## src/rtl/adc_serial_cfg.sv

```systemverilog
// ---------------------------------------------------------------------------
// adc_serial_cfg
//   Serial-port programmer for NUM_DEV CIS front-end ADCs. The ADCs share
//   sclk/sdata, and each one has its own active-low load strobe. An accepted
//   request snapshots the register table. The block then writes either every
//   (device, register) entry or one selected entry. Each entry goes out as an
//   MSB-first frame {write=0, addr, PAD_W zeros, data}. The ADC samples sdata
//   on the rising edge of sclk.
//
// Ports
//   clk        in   system clock
//   reset_n    in   asynchronous active-low reset
//   start      in   1-cycle request, accepted only while busy=0
//   single     in   sampled with start: 1 = one register, 0 = whole table
//   sel_dev    in   device index for a single write
//   sel_reg    in   register index for a single write
//   reg_table  in   entry (d,r) at [(d*NUM_REGS+r)*DATA_W +: DATA_W]
//   busy       out  high from the cycle after accept until the done cycle
//   done       out  1-cycle pulse at the end of a request
//   err        out  1-cycle pulse with done for an out-of-range selection
//   sclk       out  serial clock, idle low
//   sdata      out  serial data, idle low
//   sload_n    out  per-device load strobe, active low, idle all ones
// ---------------------------------------------------------------------------
module adc_serial_cfg #(
    parameter int NUM_DEV  = 2,
    parameter int NUM_REGS = 6,
    parameter int ADDR_W   = 3,
    parameter int PAD_W    = 3,
    parameter int DATA_W   = 9,
    parameter int DIV      = 5,
    localparam int DEV_W   = (NUM_DEV  > 1) ? $clog2(NUM_DEV)  : 1,
    localparam int REG_W   = (NUM_REGS > 1) ? $clog2(NUM_REGS) : 1
) (
    input  logic                               clk,
    input  logic                               reset_n,
    input  logic                               start,
    input  logic                               single,
    input  logic [DEV_W-1:0]                   sel_dev,
    input  logic [REG_W-1:0]                   sel_reg,
    input  logic [NUM_DEV*NUM_REGS*DATA_W-1:0] reg_table,
    output logic                               busy,
    output logic                               done,
    output logic                               err,
    output logic                               sclk,
    output logic                               sdata,
    output logic [NUM_DEV-1:0]                 sload_n
);

    localparam int FRAME_W = 1 + ADDR_W + PAD_W + DATA_W;
    localparam int HALF_N  = 2 * FRAME_W;
    localparam int CNT_W   = (DIV > 1) ? $clog2(DIV) : 1;
    localparam int HALF_W  = $clog2(HALF_N);
    localparam int BIT_W   = $clog2(FRAME_W);

    typedef enum logic [2:0] {
        S_IDLE,
        S_SETUP,
        S_SHIFT,
        S_HOLD,
        S_GAP,
        S_FIN,
        S_ERR
    } state_t;

    state_t              r_state, w_state_nxt;
    logic [CNT_W-1:0]    r_cnt,   w_cnt_nxt;
    logic [HALF_W-1:0]   r_half,  w_half_nxt;
    logic [DEV_W-1:0]    r_dev,   w_dev_nxt;
    logic [REG_W-1:0]    r_reg,   w_reg_nxt;
    logic                r_single, w_single_nxt;
    logic [DATA_W-1:0]   r_tab [NUM_DEV][NUM_REGS];

    logic                r_busy, r_done, r_err, r_sclk, r_sdata;
    logic [NUM_DEV-1:0]  r_sload_n;
    logic                w_busy_nxt, w_done_nxt, w_err_nxt, w_sclk_nxt, w_sdata_nxt;
    logic [NUM_DEV-1:0]  w_sload_n_nxt;

    logic                w_accept, w_sel_bad, w_cnt_end, w_last;
    logic [ADDR_W-1:0]   w_addr;
    logic [DATA_W-1:0]   w_entry;
    logic [FRAME_W-1:0]  w_frame;
    logic [BIT_W-1:0]    w_bit;

    assign w_accept  = (r_state == S_IDLE) && start;
    assign w_sel_bad = (int'(sel_dev) >= NUM_DEV) || (int'(sel_reg) >= NUM_REGS);
    assign w_cnt_end = (r_cnt == CNT_W'(DIV - 1));
    assign w_last    = r_single ||
                       ((r_dev == DEV_W'(NUM_DEV - 1)) && (r_reg == REG_W'(NUM_REGS - 1)));

    // Frame of the entry currently being sent; register i is written to address i.
    assign w_addr  = ADDR_W'(r_reg);
    assign w_entry = r_tab[r_dev][r_reg];
    assign w_frame = (FRAME_W'(w_addr) << (PAD_W + DATA_W)) | FRAME_W'(w_entry);

    // Each bit spans two half periods (low then high), MSB first.
    assign w_bit = BIT_W'(FRAME_W - 1) - BIT_W'(w_half_nxt >> 1);

    always_comb begin
        w_state_nxt  = r_state;
        w_cnt_nxt    = w_cnt_end ? '0 : r_cnt + 1'b1;
        w_half_nxt   = r_half;
        w_dev_nxt    = r_dev;
        w_reg_nxt    = r_reg;
        w_single_nxt = r_single;
        case (r_state)
            S_IDLE: begin
                w_cnt_nxt  = '0;
                w_half_nxt = '0;
                if (w_accept) begin
                    w_single_nxt = single;
                    w_dev_nxt    = single ? sel_dev : '0;
                    w_reg_nxt    = single ? sel_reg : '0;
                    w_state_nxt  = (single && w_sel_bad) ? S_ERR : S_SETUP;
                end
            end
            S_SETUP: begin
                if (w_cnt_end) begin
                    w_state_nxt = S_SHIFT;
                    w_half_nxt  = '0;
                end
            end
            S_SHIFT: begin
                if (w_cnt_end) begin
                    if (r_half == HALF_W'(HALF_N - 1)) begin
                        w_state_nxt = S_HOLD;
                    end else begin
                        w_half_nxt = r_half + 1'b1;
                    end
                end
            end
            S_HOLD: begin
                if (w_cnt_end) begin
                    w_state_nxt = S_GAP;
                end
            end
            S_GAP: begin
                if (w_cnt_end) begin
                    if (w_last) begin
                        w_state_nxt = S_FIN;
                    end else begin
                        w_state_nxt = S_SETUP;
                        if (r_reg == REG_W'(NUM_REGS - 1)) begin
                            w_reg_nxt = '0;
                            w_dev_nxt = r_dev + 1'b1;
                        end else begin
                            w_reg_nxt = r_reg + 1'b1;
                        end
                    end
                end
            end
            S_FIN, S_ERR: begin
                w_cnt_nxt   = '0;
                w_state_nxt = S_IDLE;
            end
            default: begin
                w_cnt_nxt   = '0;
                w_state_nxt = S_IDLE;
            end
        endcase
    end

    // Outputs are decoded from the next state and registered, so each line
    // shows the value of the state it belongs to, with no input-to-output path.
    always_comb begin
        w_busy_nxt    = (w_state_nxt != S_IDLE);
        w_done_nxt    = (w_state_nxt == S_FIN) || (w_state_nxt == S_ERR);
        w_err_nxt     = (w_state_nxt == S_ERR);
        w_sclk_nxt    = (w_state_nxt == S_SHIFT) && w_half_nxt[0];
        w_sdata_nxt   = 1'b0;
        w_sload_n_nxt = '1;
        if (w_state_nxt == S_SHIFT) begin
            w_sdata_nxt = w_frame[w_bit];
        end
        // In SETUP, sdata shows the frame MSB. That bit is the write flag, which is always 0.
        if ((w_state_nxt == S_SETUP) || (w_state_nxt == S_SHIFT) || (w_state_nxt == S_HOLD)) begin
            w_sload_n_nxt[w_dev_nxt] = 1'b0;
        end
    end

    always_ff @(posedge clk or negedge reset_n) begin
        if (!reset_n) begin
            r_state   <= S_IDLE;
            r_cnt     <= '0;
            r_half    <= '0;
            r_dev     <= '0;
            r_reg     <= '0;
            r_single  <= 1'b0;
            r_busy    <= 1'b0;
            r_done    <= 1'b0;
            r_err     <= 1'b0;
            r_sclk    <= 1'b0;
            r_sdata   <= 1'b0;
            r_sload_n <= '1;
        end else begin
            r_state   <= w_state_nxt;
            r_cnt     <= w_cnt_nxt;
            r_half    <= w_half_nxt;
            r_dev     <= w_dev_nxt;
            r_reg     <= w_reg_nxt;
            r_single  <= w_single_nxt;
            r_busy    <= w_busy_nxt;
            r_done    <= w_done_nxt;
            r_err     <= w_err_nxt;
            r_sclk    <= w_sclk_nxt;
            r_sdata   <= w_sdata_nxt;
            r_sload_n <= w_sload_n_nxt;
        end
    end

    // The table snapshot is pure data. It is only ever read after an accept has loaded it.
    always_ff @(posedge clk) begin
        if (w_accept) begin
            for (int d = 0; d < NUM_DEV; d++) begin
                for (int r = 0; r < NUM_REGS; r++) begin
                    r_tab[d][r] <= reg_table[(d*NUM_REGS + r)*DATA_W +: DATA_W];
                end
            end
        end
    end

    assign busy    = r_busy;
    assign done    = r_done;
    assign err     = r_err;
    assign sclk    = r_sclk;
    assign sdata   = r_sdata;
    assign sload_n = r_sload_n;

endmodule
```

## config.mk

```make
export PLATFORM = sky130hd
export DESIGN_NAME = adc_serial_cfg
export DESIGN_NICKNAME = d
export VERILOG_FILES = /design/src/rtl/adc_serial_cfg.sv
export SDC_FILE = /design/constraint.sdc
export NUM_CORES = 1
export LEC_CHECK = 0
export BUFFER_PORTS_ARGS = -buffer_cell sky130_fd_sc_hd__clkbuf_2
export CAP_MARGIN = 20
export CORE_MARGIN = 1
export CORE_UTILIZATION = 54
export CTS_CLUSTER_SIZE = 8
export DETAILED_ROUTE_END_ITERATION = 7
export GPL_TIMING_DRIVEN = 0
export PLACE_DENSITY = 0.8
export RECOVER_POWER = 100
export SETUP_SLACK_MARGIN = 0.2
export SLEW_MARGIN = 20
export SYNTH_ARGS = -nofsm -noshare
export SYNTH_HDL_FRONTEND = slang
export SYNTH_SLANG_ARGS = --single-unit
```

## constraint.sdc

```tcl
create_clock -name clk -period 4.2 [get_ports clk]
set_input_delay 0.21 -clock clk [delete_from_list [all_inputs] [get_ports clk]]
set_output_delay 0.21 -clock clk [all_outputs]
set_load 0.005 [all_outputs]
```

[After elaboration in Yosys (flattened, before gate mapping)]
Memory sizes are Yosys's and may differ from the RTL's.
Index checks and enable logic that the tools add are counted.
Storage, ports and cells
  logic and storage cells: 94
  input port bits: 116
  RAM bits: 108
  register bits after elaboration: 23
  memories kept: 1
Memories
  r_tab: words 2, width 54, rd ports 1, clocked after Yosys merged registers in 0, write ports 2, RTL line 72  | logic [DATA_W-1:0] r_tab [NUM_DEV][NUM_REGS];
Cells by class
  reductions and logical operators: 15
  magnitude comparators: 5
  muxes and demuxes: 38
  bitwise operators: 3
  equality and inequality tests: 15
  $add $sub $neg: 5
Operators by type and width (count)
  2-to-1 mux 3 bit: 15
  binary-select mux 9 bit (select 3 bit): 1
  2-to-1 mux 9 bit: 2
  equality test 3 bit (second input constant): 5
  2-to-1 mux 5 bit: 3
  OR 15 x 9 -> 15 bit: 1
  one-hot mux 3 bit (5 select lines): 1
  one-hot mux 5 bit (3 select lines): 1
  equality test 3 x 2 -> 1 bit (second input constant): 4
  2-to-1 mux 1 bit: 10
  adder 3 x 1 -> 3 bit (second input constant): 2
  equality test 3 x 1 -> 1 bit (second input constant): 2
  != test 2 bit (second input constant): 3
  one-hot mux 3 bit (2 select lines): 1
  adder 5 x 1 -> 5 bit (second input constant): 1
  equality test 5 bit (second input constant): 1
  logical AND 1 bit: 5
  < comparator 4 x 5 -> 1 bit (second input constant): 1
  binary-select mux 1 bit (select 4 bit): 1
  greater-or-equal comparator 4 bit (second input constant): 1
  logical OR 1 bit: 4
  inverter 3 -> 4 bit: 1
  AND reduction 4 bit: 1
  OR reduction 4 bit: 1
  other kinds (13): 13

[Depth between registers and ports, before layout]
Gate-level depths: netlist of run 1.
  word-level depth: 12
  gate-level depth with buffers: 11

[Worst setup path after synthesis of run 1]
Ideal clock, no wire load.
  kind: register to register
  from: reg r_state[1]
  to: reg r_sdata (netlist: sdata)
  arrival: 3.703 ns
  setup slack: 0.367 ns
  stages on the path, launching flop included: 10
  setup time: 0.131 ns
  required time: 4.069 ns
  period minus slack after synthesis: 3.833 ns
  path through: dfrtp_1 > buf_2 > nor2_2 > nand2b_1 > inv_1 > a21oi_1 > nand2_1 > nand2b_1 > o21bai_1 > o211ai_2
Between the ends
  word-level cells in the longest chain between the ends: 6
  elaborated cells between the ends (all ways): 19
  those cells by class: add/sub (1); eq/ne (5); mux (11); reduce/logical (2)
Ends and longest elaborated chain
  start, declared: RTL line 66  | state_t r_state, w_state_nxt;
  start signal, assigned: RTL line 196  | r_state <= w_state_nxt;
  equality test 3 x 2 -> 1 bit (tied with other cells): RTL line 106  | case (r_state)
  one-hot mux 5 bit (3 select lines) or logical AND 1 bit (tied branches): RTL line 106, 85
  subtractor 4 bit or 2-to-1 mux 3 bit (tied branches): RTL line 97, 110
  binary-select mux 1 bit (select 4 bit) or one-hot mux 3 bit (5 select lines) (tied branches): RTL line 173, 106
  2-to-1 mux 1 bit (implied by the code) or equality test 3 x 2 -> 1 bit (tied branches): RTL line 173, 172
  2-to-1 mux 1 bit (*): RTL line 172  | if (w_state_nxt == S_SHIFT) begin
  net w_sdata_nxt: RTL line 76  | logic w_busy_nxt, w_done_nxt, w_err_nxt, w_sclk_nxt, w_sdata_nxt;
  end signal, assigned: RTL line 206  | r_sdata <= w_sdata_nxt;
  end, declared: RTL line 74  | logic r_busy, r_done, r_err, r_sclk, r_sdata;
Mark *: on every way through the listed nets, which the timed path passes. The rest lies on a longest branch. The select of a mux whose other input is x is not followed.
A chain may end at the register's enable or synchronous reset.

[Final worst setup path of run 1]
  from: reg r_reg[1]
  to: reg r_reg[2]
Between the ends
  word-level cells in the longest chain between the ends: 5
  elaborated cells between the ends (all ways): 10
  those cells by class: add/sub (1); eq/ne (2); mux (4); reduce/logical (3)
Ends and longest elaborated chain
  start, declared: RTL line 70  | logic [REG_W-1:0] r_reg, w_reg_nxt;
  start signal, assigned: RTL line 200  | r_reg <= w_reg_nxt;
  adder 3 x 1 -> 3 bit or equality test 3 bit (tied branches): RTL line 147, 89, 143
  2-to-1 mux 3 bit or logical AND 1 bit (tied branches): RTL line 143, 89
  2-to-1 mux 3 bit or logical OR 1 bit (tied branches): RTL line 139, 88
  2-to-1 mux 3 bit or != test 2 bit (tied branches)
  one-hot mux 3 bit (2 select lines) or AND reduction 4 bit (tied branches)
Parallel ways exist; a longest one is shown, timed or not. The select of a mux whose other input is x is not followed.

==> results of run 1 <==
[synthesized netlist by cell type (2+ instances only)]
cell type	n
a31oi_1	4
o211ai_1	3
a21o_1	2
a22o_1	2
nand2_1	17
nor3_1	6
nand2b_1	6
clkbuf_1	3
xor2_1	2
mux2i_1	7
dfrtp_1	21
o22ai_1	5
nor4_1	3
a21oi_1	7
o21bai_1	2
nor2_1	17
a22oi_1	2
and2_1	4
o21ai_0	10
nand4_1	3
o31ai_1	2
mux4_2	22
mux2_2	9
inv_1	7
nor2b_1	2
nand3_1	5
edfxtp_1	108
a211oi_1	5
dfstp_2	2
buf_6	2
ha_1	4
buf_2	8
[kinds of logic (layout without fill, tap and decap cells)]
kind of cell | Yosys count | after routing | synth area share, %
flops | 131 | 131 | 69.8
simple gates | 75 | 75 | 7.11
compound gates | 55 | 55 | 7.45
mux | 38 | 38 | 12.2
buf+inv | 24 | 289 | 2.24
fa+ha+maj | 4 | 4 | 0.914
xor+xnor | 2 | 2 | 0.320
other cells | 0 | 1 | 0
[final cells by class]
class | instances | area (um2)
clock buffer | 17 | 414
multi-input combinational | 174 | 1500
buffer | 16 | 82.6
sequential | 131 | 3820
fill | 533 | 1910
tap | 133 | 166
timing repair buffer | 234 | 1700
inverter | 8 | 35.0
antenna | 1 | 2.50
clock inverter | 14 | 186
[path summary, 6_finish.rpt]
check	startpoint	end	slack, ns	cells after the start
max in group asynchronous	reset_n	r_reg[0]	3.00	2
setup / recovery	r_reg[1]	r_reg[2]	1.02	10
setup reg to reg	r_reg[1]	r_reg[2]	1.02	10
hold / removal	sel_dev	r_dev	0.03	3
hold reg to reg	r_cnt[0]	r_cnt[0]	0.47	1
min in group asynchronous	reset_n	r_cnt[2]	0.46	2
[power groups by stage]
| stage | registers [mW] | clock network (mW) | logic (mW) |
|---|---|---|---|
| finish | 1.41 | 1.57 | 0.155 |
| global route | 1.41 | 1.61 | 0.163 |
| CTS | 1.41 | 1.51 | 0.143 |
| detailed placement | 1.43 | 0 | 0.0619 |
| global placement | 1.43 | 0 | 0.0594 |
| floorplan | 1.43 | 0 | 0.00193 |
[layer usage]
layer,vias up,global-route usage (%)
li1,1816,-
met1,2086,42.9
met2,352,58.1
met3,72,8.61
met4,0,16.6
met5,-,0
[through the flow]
step	hold slack (ns)	util, %
6_report	0.0317	80.5
3_5_place_dp	0.230	64.0
5_1_grt	0.0620	80.5
4_1_cts	0.0195	81.4
3_3_place_gp	0.228	63.7
2_1_floorplan	-0.0856	-
[critical path: stages, from the launching register on]
cell	delay [ns]
dfrtp_1	0.34
clkbuf_1	0.33
nor2b_1	0.11
clkbuf_1	0.28
and2_0	0.27
ha_1	0.21
nor3_1	0.25
nand2_1	0.07
a21boi_0	0.55
o21ai_0	0.34
a22o_1	0.32
[repair_timing]
action                                  in CTS  in global routing
endpoints found under the hold margin      131                  0
endpoints found under the setup margin       0                  0
buffers inserted                             0                  0
resized for setup                            0                  0
hold buffers                               111                  0
==> results, run 1 <==
- The count of distinct cell types in the synthesized netlist is 59.
- In this run the tool buffered the top-level ports with 122 buffer cells.
- The post-detailed-route DRC marker count is 0.
- The area enclosed by the die boundary is 0.0105 mm2.
- After clock tree synthesis, the clock-pin slew on the worst setup and hold paths is 0.06 ns.
- Setup violations remaining at the end of the flow were counted as 0.
- Dividing the final minimum period by the clock period gives roughly three quarters.
- The die is ~100 um wide.
- Once detail routing completed, the nets flagged for antenna violations numbered 0.
- In this run, CTS created clock tree buffers numbering 17.
- The top routing layer in use is met4.
- The minimum clock period is 3.18 ns.
- The final number of max-transition violations is 0.
- The number of antenna violations at the first check in global routing was 1.
- The number of hold violations in the final report is 0.
- Compared with the post-synthesis result, the final layout area differs by 44.4%.
- The mean instance size in the synthesized netlist is 16.6 um2.
- Yosys mapped a number of flops with a built-in enable equal to ~110.
- The tool flagged a number of max-cap violations equal to 0.
- The critical setup path kind is reg2reg.
- The clock latency reported for the late side of the worst-skew pair is 0.54 ns.
- The number of detailed-routing iterations run before antenna repair is 6.
- The row count is 36.
- The maximum ir drop on the vdd rail is ~0.32 mV.
- The share of power burned in the clock network is 50.1%.
- By area the synthesized netlist is led by edfxtp_1 59%, dfrtp_1 9.6%, mux4_2 9.0%.
- For this block, wires on met1 add up to between 6000 and 7000 um.
- The routed wire length is 17200 um.
- In the layout the commonest cells are 111 x dlygate4sd3_1, 108 x edfxtp_1, 85 x clkbuf_2.
- In this run the number of H-tree levels came out at 4.
- The biggest area contributor in the post-synthesis netlist is edfxtp_1.
- In the final layout, the registers with the most flip-flops are r_tab x108, r_half x5.
- After legalization and detailed placement, the total HPWL measured around 7700 um.
- TritonCTS built the clock tree.
- After technology mapping, the gate count stands at around 330.
- The leakage power figure is 3.02 nW.
- The vias after detailed routing is 4326.
- The design draws roughly 3.1 mW.
- The worst slack after detailed placement is 1.59 ns.
- The critical path arrival is ~3.6 ns.
- Setup repair after global routing left no endpoint under its margin.
- The final cell count without fillers is between 700 and 800.
- The via count of the first global-routing pass came to between 4000 and 5000.
- The worst setup path is captured at a flip-flop.
- The max-slew headroom at the worst pin is 16.7%.
- The most used flip-flop cell after synthesis is edfxtp_1.
- The min-delay analysis places its worst path in the category in2reg.
- Net switching is 21.1% of the power.
- The routed wire length on met2 is 8600 um.
- In the detailed route, the total length drawn on met3 is between 1500 and 2000 um.
- The top cell type by area accounts for roughly three fifths of the synthesized area.
- Along the worst path, the maximum fanout reaches 10.
- Cell internal power was estimated by the tool at 2.47 mW.
- The average via count per standard cell is 5.94.
- The async set or reset register ratio after synthesis is 17.6%.
- The flow ran to the end, and the final reports show no timing, DRC or antenna violations.
- The sequential share of the synthesized area is 69.8%.
- The register name with the most flops is r_tab.
- The number of flip-flops in the largest register is 108.
- The iteration-0 DRC count of the detailed router is 459.
- Counting along the longest clock path gives a buffer depth of 2.
- Entering global routing, the biggest net connects 75 pins.
- Combinational cells account for 5.0% of the total power.
- The initial standard-cell utilization of the core is 55.8%.
- After detailed placement, the total cell area comes to 0.00628 mm2.
- The number of nets at the end of the flow is 702.
- The core area is 0.00982 mm2.
- The pin slew with the least headroom to its limit is 1.25 ns.
- Counting flops and latches in the post-synthesis netlist gives 131.
- The required time of the critical path is 4.62 ns.
- Routability-driven placement finished with a final weighted congestion of roughly 0.86.
- The share of post-route cells with drive strength above 1 is 27.1%.
- The most common cell after layout, fill and taps aside is dlygate4sd3_1.
- Across the routed clock network, the largest skew measured is 0.0135 ns.
- The power per cell area is 395 mW/mm2.
- When the netlist entered floorplanning its net count stood at 449.
- From bottom edge to top edge, the die measures 103 um.
- The wire length of the first global-routing pass is 25300 um.
- CTS saw 131 sinks.
- The summed area of non-filler cells in the final layout is 0.00791 mm2.
- The switching power is 659 uW.
- The relative contribution of sequential cells to total power is 45.0%.
- The total I/O pin count is 123.
- The total placed cells including tap cells is 585.
- The total number of yosys warnings is 0.
- After detailed routing, the average wire length per cell comes to 23.7 um.
- The upper clock frequency limit is 0.315 GHz.
- Once routing completed, OpenROAD measured the worst setup slack at just over 1 ns.
- Global routing finished with a remaining overflow of 0.
- The mapped cell area is 0.00548 mm2.
- The clock root buffer master is clkbuf_8.
- The kind of start point of the critical path is a flip-flop.
- The final sum of negative setup slack is 0 ns.
- For this run, the total global-route usage over all layers was measured as 34.8%.
No activity file was read; power rests on OpenSTA's default activity.
==> run 2: changes to the inputs <==
- CORE_UTILIZATION: 54 -> 49
- PLACE_DENSITY: 0.8 -> 0.76
- clock period: 4.2 -> 2.9 ns (I/O delays scaled with it)
==> results, run 2 (synthesis results as in run 1) <==
- Result of the run: finished clean (unchanged).
- The TritonCTS clock tree is yes (unchanged).
- The kind of start point of the critical path is a flip-flop (unchanged).
- The endpoint of the lowest-slack register-to-register path is sdata (was r_reg[2]).
- The maximum clock skew at final layout is 0.00870 ns (was 0.0135 ns).
- The horizontal extent of the die is 108 um (was 103 um).
- The max-capacitance violation count is 0 (unchanged).
- Unrepaired setup endpoints after global routing: true (was false).
- The placed wire-length estimate after detailed placement is 7810 um (was 7650 um).
- The number of flip-flops in the largest register came to 108 (unchanged).
- The type of the most critical hold path was in2reg (unchanged).
- The critical setup path kind is reg2reg (unchanged).
- The number of setup violations in the final report was 0 (unchanged).
- The total placed cells including tap cells is 594 (was 585).
- The final sum of negative setup slack is 0 ns (unchanged).
- The clock latency reported for the late side of the worst-skew pair came to 0.52 ns (was 0.54 ns).
- The maximum ir drop on the vdd rail is 0.559 mV (was 0.318 mV).
- The total power consumption of the routed design was 4.26 mW (was 3.13 mW).
- The clock buffer count from CTS is 17 (unchanged).
- The routed length per instance is 19.3 um (was 23.7 um).
- The via count of the first global-routing pass was 4338 (was 4377).
- The power per cell area is 532 mW/mm2 (was 395 mW/mm2).
- The cell-internal power is 3.40 mW (was 2.47 mW).
- The switching power is 857 uW (was 659 uW).
- The upper clock frequency limit is 0.375 GHz (was 0.315 GHz).
- The quantity of I/O buffers inserted on ports is 122 (unchanged).
- The max-slew headroom at the worst pin is 19.5% (was 16.7%).
- The clock slew at the register clock pins of the worst setup and hold paths came to 0.06 ns (about the same).
- The iteration-0 DRC count of the detailed router is 303 (was 459).
- The chip height is 108 um (was 103 um).
- The final weighted congestion in routability-driven placement came to 0.858 (about the same).
- The number of nets still failing antenna checks after routing came to 0 (unchanged).
- The worst slack after detailed placement is 0.323 ns (was 1.59 ns).
- The most common cell after layout, fill and taps aside is dlygate4sd3_1 (unchanged).
- The number of hold violations in the final report is 0 (unchanged).
- The number of antenna violations at the first check in global routing was 0 (was 1).
- The end point of the critical path was sdata (was r_reg[2]).
- The core area is 0.0108 mm2 (was 0.00982 mm2).
- The number of clock sinks is 131 (unchanged).
- The slack of the worst reg-to-reg path is 0.24 ns (was 1.02 ns).
- The share of post-route cells with drive strength above 1 came to 31.7% (was 27.1%).
- The length in cells of the worst reg-to-reg path is 9 (was 10).
- The vias after detailed routing is 3981 (was 4326).
- The beginning of the critical path is r_state[1] (was r_reg[1]).
- The leftover overflow at the end of global routing is 0 (unchanged).
- The sort of element at the end of the critical path is a flip-flop (unchanged).
- The routed wire length is 14200 um (was 17200 um).
- The register name with the most flops is r_tab (unchanged).
- The critical path arrival was 3.09 ns (was 3.60 ns).
- The clock root buffer master was clkbuf_8 (unchanged).
- The final number of max-transition violations is 0 (unchanged).
- The number of antenna cells inserted came to 0 (was 1).
- The wire length of the first global-routing pass is 21900 um (was 25300 um).
- The initial standard-cell utilization of the core was 50.5% (was 55.8%).
- The share of the core filled with cells is 73.9% (was 80.5%).
- The number of nets at the end of the flow is 707 (was 702).
- The final cell count without fillers was 739 (was 728).
- Top Registers: r_tab x108, r_half x5 (unchanged).
- The switching power share of the total is 20.1% (was 21.1%).
- The relative contribution of combinational cells to total power is 5.2% (was 5.0%).
- The post-detailed-route DRC marker count came to 0 (unchanged).
- The layout overhead on the synthesized area is 46.3% (was 44.4%).
- The share of power burned in the clock network is 46.9% (was 50.1%).
- The launch instance of the worst register-to-register path is r_state[1] (was r_reg[1]).
- The final worst slack is 0.236 ns (was 1.02 ns).
- The required time of the critical path is 3.32 ns (was 4.62 ns).
- The leakage power figure was 3.08 nW (was 3.02 nW).
- Most frequent cells in the layout: 114 x dlygate4sd3_1, 108 x edfxtp_1, 105 x clkbuf_2 (was 111 x dlygate4sd3_1, 108 x edfxtp_1, 85 x clkbuf_2).
- The overall track demand over capacity in global routing is 26.3% (was 34.8%).
- The relative contribution of sequential cells to total power is 47.9% (was 45.0%).
- The deepest level of the CTS H-tree is 4 (unchanged).
- The average via count per standard cell is 5.39 (was 5.94).
- The pin slew with the least headroom to its limit is 1.21 ns (was 1.25 ns).
- The number of filler cells placed in the layout was 647 (was 533).
- The number of detailed-routing iterations run before antenna repair is 4 (was 6).
- The area enclosed by the die boundary is 0.0116 mm2 (was 0.0105 mm2).
- The fraction of the cycle the final worst path needs was 91.9% (was 75.7%).
- The maximum buffer depth of the clock tree is 2 (unchanged).
- The pin count of the biggest net entering global routing came to 39 (was 75).
- The total I/O pin count is 123 (unchanged).
- The maximum fanout along the worst path is 29 (was 10).
- The hold path startpoint is sel_reg[1] (was sel_dev).
- The row count is 38 (was 36).
- The minimum clock period came to 2.66 ns (was 3.18 ns).
- The post-CTS setup buffer count is 0 (unchanged).
[run 2: critical path: stages (launching register included)]
cell and delay (ns):
dfrtp_1 0.42, buf_6 0.17, nor2_1 0.13, nand2b_4 0.13, clkinvlp_4 0.45, buf_12 0.36, a21oi_1 0.16, nand2_1 0.13
or4_4 0.50, o211ai_2 0.11
[run 2: what timing repair did]
item                                    in CTS  in global routing
endpoints found under the hold margin      136                  0
gates resized for setup                      0                  1
endpoints found under the setup margin       0                  2
hold buffers                               114                  0
[run 2: how the worst min path moves through the flow]
stage	slack (ns)	cells past startpoint	to
finish	0.06	3	r_state[1]
global placement	0.15	1	sclk
floorplan	-0.15	0	busy
CTS	0.03	3	r_state[1]
detailed placement	0.16	1	sclk
global route	0.09	3	r_state[1]
[run 2: routing by layer]
layer	wire length, um	GRT usage (%)
met1	5430	31.2
met2	7520	45.7
met3	931	6.78
met5	0	0
met4	343	10.6
[run 2: power by group through the flow]
stage | sequential [mW] | combinational (mW) | clock, mW
floorplan | 2.08 | 0.00329 | 0
global placement | 2.08 | 0.0876 | 0
detailed placement | 2.08 | 0.0911 | 0
CTS | 2.04 | 0.211 | 2.00
global route | 2.04 | 0.237 | 2.10
finish | 2.04 | 0.223 | 2.00
[run 2: cell type report]
class / count / area [um2] / area share (%)
sequential: 131 / 3820 / 47.7
clock buffer: 17 / 414 / 5.17
tap: 140 / 175 / 2.19
timing repair buffer: 239 / 1790 / 22.3
inverter: 8 / 33.8 / 0.422
buffer: 16 / 104 / 1.30
clock inverter: 14 / 140 / 1.75
multi-input combinational: 174 / 1530 / 19.2
[run 2: through the flow]
| step | area, um2 | hold WS, ns |
|---|---|---|
| after global placement | 6290 | 0.154 |
| after global routing | 8010 | 0.0857 |
| after floorplan | 5500 | -0.151 |
| after detailed placement | 6350 | 0.163 |
| final | 8010 | 0.0581 |
| after CTS | 8050 | 0.0348 |
